==> config.mk <==
export PLATFORM = sky130hd
export DESIGN_NAME = seven_segment_scan_hex
export DESIGN_NICKNAME = d
export VERILOG_FILES = /design/src/rtl/seven_segment_scan_hex_pkg.sv /design/src/rtl/Seven_Segment_Display_Hex.sv /design/src/rtl/seven_segment_scan_hex.sv
export SDC_FILE = /design/constraint.sdc
export NUM_CORES = 1
export LEC_CHECK = 0
export BUFFER_PORTS_ARGS = -buffer_cell sky130_fd_sc_hd__buf_2
export CAP_MARGIN = 40
export CORE_UTILIZATION = 57
export DETAILED_ROUTE_END_ITERATION = 10
export MAX_ROUTING_LAYER = met4
export PLACE_DENSITY = 0.78
export SETUP_SLACK_MARGIN = 0.05
export SLEW_MARGIN = 20
export SYNTH_ARGS = -nofsm -noshare
export SYNTH_HDL_FRONTEND = slang
export SYNTH_SLANG_ARGS = --single-unit
export TNS_END_PERCENT = 30
==> constraint.sdc <==
create_clock -name clk -period 2.6 [get_ports clk]
set_clock_uncertainty 0.1 [all_clocks]
set_input_delay 0.39 -clock clk [delete_from_list [all_inputs] [get_ports clk]]
set_output_delay 0.39 -clock clk [all_outputs]
set_load 0.005 [all_outputs]
==> src/rtl/seven_segment_scan_hex_pkg.sv <==
// rtl/seven_segment_scan_hex_pkg.sv - shared display constants and the leading-digit helper
package seven_segment_scan_hex_pkg;

  localparam int NUM_DIGITS = 4;
  localparam logic [6:0] SEG_BLANK = 7'h7F;
  localparam logic [3:0] AN_OFF = 4'hF;

  // Index of the highest non-zero nibble; an all-zero value reports digit 0.
  function automatic logic [1:0] top_digit(input logic [15:0] v);
    logic [1:0] top;
    top = 2'd0;
    for (int k = 1; k < NUM_DIGITS; k++) begin
      if (v[k*4 +: 4] != 4'h0) top = k[1:0];
    end
    return top;
  endfunction

endpackage

==> src/rtl/Seven_Segment_Display_Hex.sv <==
// rtl/Seven_Segment_Display_Hex.sv - hex nibble to active-low segments, seg[6:0] = {g,f,e,d,c,b,a}
module Seven_Segment_Display_Hex (
  input  logic [3:0] hex,
  output logic [6:0] seg
);

  always_comb begin
    seg = 7'h7F;
    case (hex)
      4'h0: seg = 7'h40;
      4'h1: seg = 7'h79;
      4'h2: seg = 7'h24;
      4'h3: seg = 7'h30;
      4'h4: seg = 7'h19;
      4'h5: seg = 7'h12;
      4'h6: seg = 7'h02;
      4'h7: seg = 7'h78;
      4'h8: seg = 7'h00;
      4'h9: seg = 7'h10;
      4'hA: seg = 7'h08;
      4'hB: seg = 7'h03;
      4'hC: seg = 7'h46;
      4'hD: seg = 7'h21;
      4'hE: seg = 7'h06;
      4'hF: seg = 7'h0E;
      default: seg = 7'h7F;
    endcase
  end

endmodule

==> src/rtl/seven_segment_scan_hex.sv <==
// rtl/seven_segment_scan_hex.sv - four-digit multiplexed hex display with frame-aligned value updates
module seven_segment_scan_hex
  import seven_segment_scan_hex_pkg::*;
#(
  parameter int REFRESH_DIV = 100000,
  parameter int DEAD_CYC    = 1000
) (
  input  logic        clk,
  input  logic        rst,
  input  logic        load,
  input  logic [15:0] value,
  input  logic        lz_en,
  output logic [3:0]  an,
  output logic [6:0]  seg,
  output logic        frame_done
);

  localparam int CW = $clog2(REFRESH_DIV);
  localparam int IW = $clog2(NUM_DIGITS);
  localparam logic [CW-1:0] LAST = CW'(REFRESH_DIV - 1);
  localparam logic [CW-1:0] DEAD = CW'(DEAD_CYC);
  localparam logic [IW-1:0] LAST_DIGIT = IW'(NUM_DIGITS - 1);

  logic [CW-1:0] cnt;
  logic [IW-1:0] idx;
  logic [15:0]   active;
  logic [15:0]   pending;
  logic          pend_flag;
  logic          tick;
  logic          boundary;
  logic          blank;
  logic [3:0]    nib;
  logic [6:0]    dec_seg;

  assign tick     = (cnt == LAST);
  assign boundary = tick && (idx == LAST_DIGIT);
  assign nib      = active[{idx, 2'b00} +: 4];

  // Blanking looks only at the committed value so a frame never mixes old and new digits.
  always_comb begin
    blank = 1'b0;
    if (cnt < DEAD) blank = 1'b1;
    else if (lz_en && (idx > top_digit(active))) blank = 1'b1;
  end

  Seven_Segment_Display_Hex u_dec (
    .hex (nib),
    .seg (dec_seg)
  );

  always_ff @(posedge clk) begin
    if (rst) begin
      cnt        <= '0;
      idx        <= '0;
      active     <= 16'h0000;
      pending    <= 16'h0000;
      pend_flag  <= 1'b0;
      an         <= AN_OFF;
      seg        <= SEG_BLANK;
      frame_done <= 1'b0;
    end else begin
      cnt        <= tick ? '0 : cnt + 1'b1;
      frame_done <= boundary;
      if (tick) idx <= idx + 1'b1;
      if (boundary && pend_flag) active <= pending;
      // A load on the boundary cycle re-arms the flag, so it waits for the next frame.
      if (load) begin
        pending   <= value;
        pend_flag <= 1'b1;
      end else if (boundary) begin
        pend_flag <= 1'b0;
      end
      an  <= blank ? AN_OFF : ~(4'b0001 << idx);
      seg <= blank ? SEG_BLANK : dec_seg;
    end
  end

endmodule
==> flow_metrics.env, run 1 <==
export IMPL_floorplan_io_pins=32
export IMPL_postRouteWirelength_um=4950
export IMPL_placed_cells=371
export IMPL_min_period_ns=2.28
export IMPL_max_freq_mhz=439
export IMPL_dieWidth_um=72.2
export IMPL_postSynthRegisterBits=64
export IMPL_post_layout_total_power_mw=1.94
export IMPL_async_flop_share_pct=0
export IMPL_place_congestion=0.868
export IMPL_outcome="finished, final reports clean"
export IMPL_layout_filler_cells=374
export IMPL_grtUsageMet2_pct=32.8
export IMPL_setup_tns_ns=0
export IMPL_dp_hpwl_um=3420
export IMPL_antenna_diode_count=0
export IMPL_min_path_type="in2reg"
export IMPL_global_route_wire_length_before_repair_um=8280
export IMPL_synth_top_flop_cell="dfxtp_1"
export IMPL_post_synth_instance_area_mm2=0.00281
export IMPL_synth_area_leader_cell="dfxtp_1"
export IMPL_layout_cell_area_non_filler_mm2=0.00322
export IMPL_top_usage_layer="met2"
export IMPL_launching_element_of_the_worst_setup_path="active[8]"
export IMPL_met3_usage_pct=7.50
export IMPL_critPathCaptureType="flop"
export IMPL_synth_top_cells_by_area="dfxtp_1, mux2i_1, nor2_1"
export IMPL_cellPowerDensity_mw_per_mm2=604
export IMPL_route_detailed_drc=0
export IMPL_synthesized_area_per_cell_um2=9.93
export IMPL_die_area_mm2=0.00521
export IMPL_critical_path_startpoint_type="flop"
export IMPL_rows=25
export IMPL_synthesis_nets=316
export IMPL_worst_max_slew_margin_expressed_relative_to_the_limit_pct=54.9
export IMPL_placed_area_mm2=0.00302
export IMPL_clock_sinks=64
export IMPL_port_buffer_count=31
export IMPL_cts_root_buf="clkbuf_8"
export IMPL_cp_data_required_time_ns=2.72
export IMPL_clock_insertion_delay_worst_skew_ns=0.35
export IMPL_setup_repair_bufs_after_cts=0
export IMPL_rsz0062_at_grt="no"
export IMPL_grt_start_max_net_pins=41
export IMPL_synth_distinct_cells=42
export IMPL_worst_endpoint_arrival_ns=2.40
export IMPL_finalNetCount=348
export IMPL_final_layout_size_suffix_gt1_share_pct=19.7
export IMPL_worst_path_max_fanout=11
export IMPL_finalHoldViolCount=0
export IMPL_initial_antenna_violation_count=0
export IMPL_track_usage_pct=21.7
export IMPL_final_period_util_pct=87.6
export IMPL_routed_via_density=5.23
export IMPL_critical_path_class="reg2reg"
export IMPL_number_of_flops_mapped_to_enable_cells_by_yosys=0
export IMPL_globalRoute_totalOverflow=0
export IMPL_ant_nets=0
export IMPL_syn_inst_count=283
export IMPL_clkTransAtPathRegs_ns=0.07
export IMPL_non_filler_cells_in_the_finished_layout=387
export IMPL_cts_hold_buffers=0
export IMPL_hp_start="value[11]"
export IMPL_drv_cap=0
export IMPL_core_mm2=0.00472
export IMPL_cts_inserted_buffers=9
export IMPL_die_height_um=72.2
export IMPL_report_final_slew_viol_count=0
export IMPL_global_route_usage_met1_pct=25.2
export IMPL_finalSetupViolCount=0
export IMPL_starting_density_of_the_core_pct=59.5
export IMPL_cts_root_to_sink_buffers=2
export IMPL_htree_levels=3
export IMPL_sequential_to_total_area_share_from_yosys_stat_pct=45.6
export IMPL_drt_pre_antenna_iters=4
export IMPL_synth_top_cell_area_share_pct=45.6
export IMPL_cts_resized=0
export IMPL_yosysWarningCount=0
export IMPL_irDropWorstVdd_mv=0.374
export IMPL_wl_per_cell_um=12.8
export IMPL_cellLeakagePower_nw=1.28
export IMPL_areaGrowthSynthToFinish_pct=14.7
export IMPL_dr_iter_0_viols=91
export IMPL_grt_pass1_vias=1913
export IMPL_r2r_start="active[8]"
export IMPL_cts_tree="built"
export IMPL_worstMarginPinSlew_ns=0.677
export IMPL_vias=2023
## layer usage
| layer | vias up | share of wire (%) |
|---|---|---|
| li1 | 1035 | - |
| met2 | 34 | 46 |
| met4 | 0 | 2.6 |
| met3 | 13 | 3.7 |
| met5 | - | 0 |
| met1 | 941 | 48 |
## final cells by class
cell class,instances,area (um^2),area share (%)
clock inverters,6,67.6,2.10
inverters,9,33.8,1.05
flip-flops and latches,64,1280,39.8
well taps,67,83.8,2.60
repair buffers,36,205,6.37
clock buffers,10,138,4.27
multi-input cells,195,1410,43.8
## cell families (layout without fill, tap and decap cells)
logic type	count (synthesis)	count (layout)	share of synthesized area (%)
xor+xnor	16	16	4.99
buf+inv	24	61	4.14
fa+ha+maj	13	13	5.79
flops	64	64	45.6
compound gates	19	19	4.81
mux	47	47	17.9
simple gates	100	100	16.7
## cells in the mapped netlist, types with 2 or more instances
cell type,n
nand2_1,14
and3_1,3
ha_1,13
o211ai_1,2
xnor2_1,6
o31ai_1,2
nand4_1,5
inv_1,9
mux4_2,2
nor4_1,3
nand3_1,5
mux2i_1,39
clkbuf_1,10
a21oi_1,3
o221ai_1,3
or4_1,2
mux2_2,6
o21ai_0,2
dfxtp_1,64
nor2_1,58
buf_2,2
xor2_1,10
## registers in the layout, indices dropped and copies added, names as in the netlist
name,flops
frame_done,1
cnt,17
pend_flag,1
seg,7
pending,16
an,4
active,16
idx,2
## layout by cell type, fill, tap and decap left out, types with 6 or more instances in the layout
| cell type | instances |
|---|---|
| dfxtp_1 | 64 |
| ha_1 | 13 |
| mux2_2 | 6 |
| xor2_1 | 10 |
| clkbuf_8 | 10 |
| inv_1 | 9 |
| mux2i_1 | 39 |
| buf_2 | 31 |
| nor2_1 | 58 |
| nand2_1 | 14 |
| xnor2_1 | 6 |
## final timing paths
kind / to / slack [ns] / cells after the start
setup / recovery: seg[4] / 0.32 / 8
hold / removal: pending[11] / 0.17 / 3
setup reg to reg: seg[4] / 0.32 / 8
hold reg to reg: cnt[0] / 0.34 / 1
## power by group
part           total, mW  internal (mW)  switching (mW)  leakage, nW
combinational     0.0636         0.0302          0.0334        0.663
clock              0.869          0.471           0.398       0.0989
sequential          1.01           1.00          0.0118        0.520
total               1.94           1.50           0.443         1.28
## metrics by stage
stage / setup WS [ns] / hold WS [ns] / utilization, %
global placement: 0.398 / 0.322 / 63.8
finish: 0.322 / 0.174 / 68.2
detailed placement: 0.309 / 0.338 / 63.8
global route: 0.152 / 0.169 / 68.2
CTS: 0.292 / 0.168 / 68.2
floorplan: 0.313 / 0.313 / -
## worst max-delay path, cell delays in order (launching register included)
cell and delay (ns):
dfxtp_1 0.32, or4_1 0.56, o21bai_1 0.18, ha_1 0.16, inv_1 0.04, a21o_1 0.16
a221oi_1 0.28, buf_4 0.22, o311ai_0 0.12
No activity file was read; power rests on OpenSTA's default activity.
==> run 2: changes to the inputs <==
--- a/config.mk
+++ b/config.mk
@@ -5,12 +5,13 @@
 export SDC_FILE = /design/constraint.sdc
 export NUM_CORES = 1
 export LEC_CHECK = 0
+export ABC_AREA = 1
 export BUFFER_PORTS_ARGS = -buffer_cell sky130_fd_sc_hd__buf_2
 export CAP_MARGIN = 40
-export CORE_UTILIZATION = 57
+export CORE_UTILIZATION = 58
 export DETAILED_ROUTE_END_ITERATION = 10
 export MAX_ROUTING_LAYER = met4
-export PLACE_DENSITY = 0.78
+export PLACE_DENSITY = 0.79
 export SETUP_SLACK_MARGIN = 0.05
 export SLEW_MARGIN = 20
 export SYNTH_ARGS = -nofsm -noshare
==> run 2 against run 1 <==
  * Clock-buffer cell count unchanged
  * Sequential power about the same
  * Area after synthesis increased by 7.2%
  * Combinational power increased by 1%
  * Non-clock buffer count decreased by 4
  * Critical path type unchanged
  * Largest cell class unchanged
  * Clock power decreased by 0.6%
  * Wire length increased by 14%
  * Worst hold slack got worse by 0.031 ns
  * Sequential share of layout area decreased by 2.1 points
  * Die area increased by 5.2%
  * Synthesized cell count increased by 49%
==> flow_metrics.env, run 2 <==
export IMPL_p_seq_share_pct=52.2
export IMPL_routed_wl_met3_um=291
export IMPL_cts_tree="built"
export IMPL_ant_nets=0
export IMPL_drt_pre_antenna_iters=4
export IMPL_wl_met2_um=2530
export IMPL_htree_levels=3
export IMPL_sequential_to_total_area_share_from_yosys_stat_pct=42.6
export IMPL_synth_simple_gate_area_share_pct=35.2
export IMPL_synth_top_cell_area_share_pct=42.6
export IMPL_synth_most_common_cell="nor2_1"
export IMPL_routed_via_density=4.97
export IMPL_synth_adder_area_share_pct=5.40
export IMPL_die_area_mm2=0.00548
export IMPL_synth_mux_area_share_pct=0
export IMPL_largest_reg_flops=17
export IMPL_synth_top_flop_cell="dfxtp_1"
export IMPL_port_buffer_count=31
export IMPL_route_detailed_drc=0
export IMPL_floorplan_io_pins=32
export IMPL_cellPowerDensity_mw_per_mm2=572
export IMPL_starting_density_of_the_core_pct=62.1
export IMPL_clock_insertion_delay_worst_skew_ns=0.34
export IMPL_maxUsedRoutingLayer="met4"
export IMPL_dp_hpwl_um=3940
export IMPL_cp_data_required_time_ns=2.72
export IMPL_place_congestion=0.881
export IMPL_rsz0062_at_grt="no"
export IMPL_rows=25
export IMPL_antenna_diode_count=0
export IMPL_irDropWorstVdd_mv=0.510
export IMPL_synth_top_cells_by_area="dfxtp_1, nor2_1, nand2_1"
export IMPL_yosysWarningCount=0
export IMPL_report_final_slew_viol_count=0
export IMPL_setup_tns_ns=0
export IMPL_worst_hold_margin_ns=0.143
export IMPL_net_switching_fraction_of_the_power_pct=22.9
export IMPL_cts_resized=0
export IMPL_synth_distinct_cells=33
export IMPL_hold_path_end="pend_flag"
export IMPL_power_switching_mw=0.446
export IMPL_timing_hold_worst_path_depth=2
export IMPL_max_freq_mhz=491
export IMPL_min_period_ns=2.03
export IMPL_postSynthRegisterBits=64
export IMPL_finalHoldViolCount=0
export IMPL_areaGrowthSynthToFinish_pct=12.8
export IMPL_leading_registers_by_flop_count="cnt: 17 flops, active: 16 flops, pending: 16 flops"
export IMPL_cts_root_to_sink_buffers=2
export IMPL_critical_path_class="reg2reg"
export IMPL_initial_antenna_violation_count=0
export IMPL_cts_root_buf="clkbuf_8"
export IMPL_clock_sinks=64
export IMPL_wl_per_cell_um=10.7
export IMPL_dominant_combinational_cell_family_by_area_after_synthesis="simple AND/OR/NAND/NOR gates"
export IMPL_mostFrequentLayoutCell="nor2_1"
export IMPL_finalNetCount=489
export IMPL_core_mm2=0.00485
export IMPL_post_synth_instance_area_mm2=0.00301
export IMPL_final_layout_size_suffix_gt1_share_pct=14.8
export IMPL_final_period_util_pct=78.3
export IMPL_power_internal_mw=1.50
export IMPL_async_flop_share_pct=0
export IMPL_worst_max_slew_margin_expressed_relative_to_the_limit_pct=69.7
export IMPL_r2r_start="idx[0]"
export IMPL_critical_path_startpoint_type="flop"
export IMPL_synth_xor_xnor_area_share_pct=1.75
export IMPL_pwr_share_comb_pct=3.3
export IMPL_syn_inst_count=423
export IMPL_grt_pass1_vias=2171
export IMPL_worst_path_max_fanout=13
export IMPL_crit_reg2reg_capture="seg[0]"
export IMPL_hp_start="rst"
export IMPL_netlist_top_cells_count="nor2_1, nand2_1, dfxtp_1"
export IMPL_dr_iter_0_viols=116
export IMPL_min_path_type="in2reg"
export IMPL_cts_inserted_buffers=9
export IMPL_mostFrequentLayoutCells="nor2_1, nand2_1, dfxtp_1, inv_1, buf_2"
export IMPL_synth_compound_area_share_pct=6.94
export IMPL_reg2reg_slack_ns=0.57
export IMPL_track_usage_pct=23.1
export IMPL_globalRoute_totalOverflow=0
export IMPL_cts_hold_buffers=0
export IMPL_vias=2622
export IMPL_post_layout_total_power_mw=1.94
export IMPL_dieWidth_um=74.0
export IMPL_worst_endpoint_arrival_ns=2.15
export IMPL_final_core_util_pct=70.0
export IMPL_cellLeakagePower_nw=1.54
export IMPL_synthesized_area_per_cell_um2=7.12
export IMPL_p_clk_share_pct=44.5
export IMPL_clkTransAtPathRegs_ns=0.07
export IMPL_postRouteWirelength_um=5640
export IMPL_worstMarginPinSlew_ns=0.451
export IMPL_drv_cap=0
export IMPL_grt_start_max_net_pins=33
export IMPL_synthesis_nets=456
export IMPL_largest_register_by_flop_count="cnt"
export IMPL_finalSetupViolCount=0
export IMPL_ff2ff_path_depth=10
export IMPL_synth_area_leader_cell="dfxtp_1"
export IMPL_launching_element_of_the_worst_setup_path="idx[0]"
export IMPL_met1Wirelength_um=2710
export IMPL_outcome="finished, final reports clean"
export IMPL_critPathCaptureType="flop"
export IMPL_setup_repair_bufs_after_cts=0
export IMPL_global_route_wire_length_before_repair_um=9400
export IMPL_number_of_flops_mapped_to_enable_cells_by_yosys=0
export IMPL_die_height_um=74.0
## run 2: cells by family (layout without fill, tap and decap cells)
| logic type | count (synthesis) | in the layout |
|---|---|---|
| AO/OA/AOI/OAI | 41 | 41 |
| XOR/XNOR | 6 | 6 |
| adder cells (fa/ha/maj) | 13 | 13 |
| buffers and inverters | 57 | 95 |
| flip-flops | 64 | 64 |
| AND/OR/NAND/NOR | 242 | 242 |
## run 2: stage by stage
stage               area (um^2)  setup WS, ns  instances
floorplan                  3010         0.813        423
global placement           3190         0.627        512
detailed placement         3190         0.607        512
CTS                        3400         0.563        528
global route               3400         0.325        528
finish                     3400         0.565        528
## run 2: routing by layer
| layer | global-route usage [%] | up-vias |
|---|---|---|
| met5 | - | - |
| met4 | 11.3 | 0 |
| met3 | 4.47 | 9 |
| met2 | 34.4 | 68 |
| met1 | 29.8 | 1147 |
| li1 | - | 1398 |
## run 2: final cells by class
cell class	count	area (um^2)
multi-input cells	302	1480
fillers	422	1450
flip-flops and latches	64	1280
inverters	47	178
repair buffers	32	163
clock buffers	10	138
well taps	67	83.8
clock inverters	6	68.8
## run 2: power by group through the flow
stage                     Sequential, mW  Clock (mW)  Combinational (mW)
after global routing                1.02       0.922              0.0737
after CTS                           1.01       0.875              0.0652
after detailed placement            1.04           0              0.0644
after global placement              1.04           0              0.0621
after floorplan                     1.03           0              0.0425
final                               1.01       0.864              0.0645
## run 2: worst max path at each step
stage	to	slack [ns]
after global placement	seg[3]	0.63
after CTS	seg[0]	0.56
after global routing	seg[1]	0.33
after floorplan	seg[3]	0.81
final	seg[0]	0.57
after detailed placement	seg[1]	0.61
## run 2: critical path, stage by stage, from the launching register on
cell and delay [ns]:
dfxtp_1 0.55, inv_2 0.19, nand2_1 0.09, nand3_1 0.07, nand2_1 0.20, inv_1 0.10, ha_1 0.19, inv_1 0.11
nor3_1 0.07, nor2_1 0.16, nand3_1 0.08
==> run 3: changes to the inputs <==
--- a/config.mk
+++ b/config.mk
@@ -8,10 +8,10 @@
 export ABC_AREA = 1
 export BUFFER_PORTS_ARGS = -buffer_cell sky130_fd_sc_hd__buf_2
 export CAP_MARGIN = 40
-export CORE_UTILIZATION = 58
+export CORE_UTILIZATION = 52
 export DETAILED_ROUTE_END_ITERATION = 10
 export MAX_ROUTING_LAYER = met4
-export PLACE_DENSITY = 0.79
+export PLACE_DENSITY = 0.75
 export SETUP_SLACK_MARGIN = 0.05
 export SLEW_MARGIN = 20
 export SYNTH_ARGS = -nofsm -noshare
==> constraint.sdc (replaced) <==
create_clock -name clk -period 1.85 [get_ports clk]
set_clock_uncertainty 0.1 [all_clocks]
set_input_delay 0.2775 -clock clk [delete_from_list [all_inputs] [get_ports clk]]
set_output_delay 0.2775 -clock clk [all_outputs]
set_load 0.005 [all_outputs]
==> run 3 against run 2 <==
  * Final area grew 8.3%
  * Setup slack lost 0.51 ns
  * Largest power group is now the clock network
  * Die area grew 11%
  * Via count grew 1.6%
  * Wire length grew 4.8%
  * Largest cell class unchanged
  * Worst hold slack lost 0.10 ns
==> flow_metrics.env, run 3 (synthesis gave the netlist of run 2 again) <==
export IMPL_grt_pass1_vias=2535
export IMPL_layout_setup_ws_ns=0.0597
export IMPL_setup_tns_ns=0
export IMPL_min_path_type="in2reg"
export IMPL_cts_tree="built"
export IMPL_outcome="finished, final reports clean"
export IMPL_critical_path_class="reg2reg"
export IMPL_reg2reg_slack_ns=0.06
export IMPL_crit_reg2reg_capture="seg[3]"
export IMPL_areaGrowthSynthToFinish_pct=22.1
export IMPL_antenna_diode_count=0
export IMPL_max_freq_mhz=559
export IMPL_r2r_start="active[11]"
export IMPL_place_congestion=0.899
export IMPL_wl_per_cell_um=10.7
export IMPL_starting_density_of_the_core_pct=54.3
export IMPL_cellPowerDensity_mw_per_mm2=849
export IMPL_die_area_mm2=0.00610
export IMPL_rsz0062_at_grt="yes"
export IMPL_dp_hpwl_um=4080
export IMPL_ant_nets=0
export IMPL_hold_path_end="pend_flag"
export IMPL_worstMarginPinSlew_ns=0.336
export IMPL_min_period_ns=1.79
export IMPL_worst_max_slew_margin_expressed_relative_to_the_limit_pct=77.4
export IMPL_largest_register_by_flop_count="cnt"
export IMPL_leading_registers_by_flop_count="cnt: 17 flops, active: 16 flops, pending: 16 flops"
export IMPL_timing_hold_worst_path_depth=2
export IMPL_clkTransAtPathRegs_ns=0.07
export IMPL_clock_insertion_delay_worst_skew_ns=0.34
export IMPL_final_period_util_pct=96.8
export IMPL_track_usage_pct=22.4
export IMPL_vias=2663
export IMPL_critical_path_startpoint_type="flop"
export IMPL_mostFrequentLayoutCells="nor2_1, nand2_1, dfxtp_1, inv_1, buf_2"
export IMPL_core_mm2=0.00554
export IMPL_final_layout_size_suffix_gt1_share_pct=21.9
export IMPL_cts_root_to_sink_buffers=2
export IMPL_clock_sinks=64
export IMPL_cts_hold_buffers=0
export IMPL_port_buffer_count=31
export IMPL_dr_iter_0_viols=107
export IMPL_rows=27
export IMPL_postRouteWirelength_um=5910
export IMPL_routed_via_density=4.83
export IMPL_drv_cap=0
export IMPL_place_ws_ns=-0.194
export IMPL_critPathCaptureType="flop"
export IMPL_floorplan_io_pins=32
export IMPL_htree_levels=3
export IMPL_final_core_util_pct=66.4
export IMPL_initial_antenna_violation_count=0
export IMPL_report_final_slew_viol_count=0
export IMPL_worst_path_max_fanout=5
export IMPL_cp_data_required_time_ns=1.97
export IMPL_finalHoldViolCount=0
export IMPL_route_detailed_drc=0
export IMPL_finalSetupViolCount=0
export IMPL_irDropWorstVdd_mv=0.528
export IMPL_ff2ff_path_depth=9
export IMPL_hp_start="rst"
export IMPL_grt_start_max_net_pins=34
export IMPL_mostFrequentLayoutCell="nor2_1"
export IMPL_cts_root_buf="clkbuf_8"
export IMPL_globalRoute_totalOverflow=0
export IMPL_cts_inserted_buffers=9
export IMPL_worst_endpoint_arrival_ns=1.91
export IMPL_largest_reg_flops=17
export IMPL_dieWidth_um=78.1
export IMPL_global_route_wire_length_before_repair_um=10400
export IMPL_finalNetCount=507
export IMPL_cellLeakagePower_nw=1.70
export IMPL_drt_pre_antenna_iters=4
export IMPL_die_height_um=78.1
-- run 3: changes by cell type in the layout (fill, tap and decap cells not counted), sizes merged --
cell	before	now
buf	32	49
bufinv	1	4
clkinvlp	4	1
clkinv	5	3
inv	43	45
clkbuf	10	11
-- run 3: metrics by stage --
stage / power [mW] / cell area (um^2) / hold WS (ns) / cells
floorplan: 1.51 / 3010 / 0.247 / 423
detailed placement: 1.55 / 3320 / 0.355 / 533
global placement: 1.55 / 3320 / 0.329 / 533
CTS: 3.14 / 3610 / 0.0296 / 550
global route: 3.23 / 3680 / 0.0429 / 551
finish: 3.12 / 3680 / 0.0396 / 551
-- run 3: how the worst max path moves through the flow --
stage | startpoint | end | slack, ns | cells after the start
after CTS | active[14] | an[3] | 0.02 | 10
after detailed placement | active[15] | seg[1] | -0.19 | 9
after global placement | active[15] | seg[3] | -0.13 | 9
final | active[11] | seg[3] | 0.06 | 9
after global routing | idx[0] | seg[3] | -0.12 | 10
after floorplan | active[15] | seg[3] | 0.06 | 9
-- run 3: metal layers --
layer	wire, um	up-vias	part of all wire (%)	GRT usage [%]
met3	209	13	3.5	4.77
met5	0	-	0	-
met1	2860	1166	48	25.6
met2	2690	57	46	35.9
li1	-	1427	-	-
met4	140	0	2.4	13.9
-- run 3: final cells by class --
type | count | area, um^2
clock buffers | 11 | 141
clock inverters | 5 | 128
fillers | 487 | 1860
inverters | 47 | 180
multi-input cells | 302 | 1560
flip-flops and latches | 64 | 1290
well taps | 72 | 90.1
repair buffers | 49 | 290
repair inverters | 1 | 3.75
-- run 3: worst max-delay path, stage by stage, from the launching register on --
cell and delay [ns]:
dfxtp_2 0.33, nor4_2 0.26, inv_1 0.09, nor2_1 0.12, ha_1 0.26, a21oi_2 0.12, o21ai_1 0.06, nand2b_4 0.17
inv_4 0.09, nand3_2 0.07
-- run 3: repair_timing --
item,in CTS,in global routing
pin swaps,2,6
gates resized for setup,7,19
endpoints found under the hold margin,0,0
cloned,1,0
endpoints found under the setup margin,11,25
buffers inserted,0,1
-- run 3: where the power goes --
part,switching (mW),leakage (nW),internal (mW)
registers,0.0179,0.523,1.41
logic,0.0532,1.04,0.0391
clock network,0.533,0.130,1.07
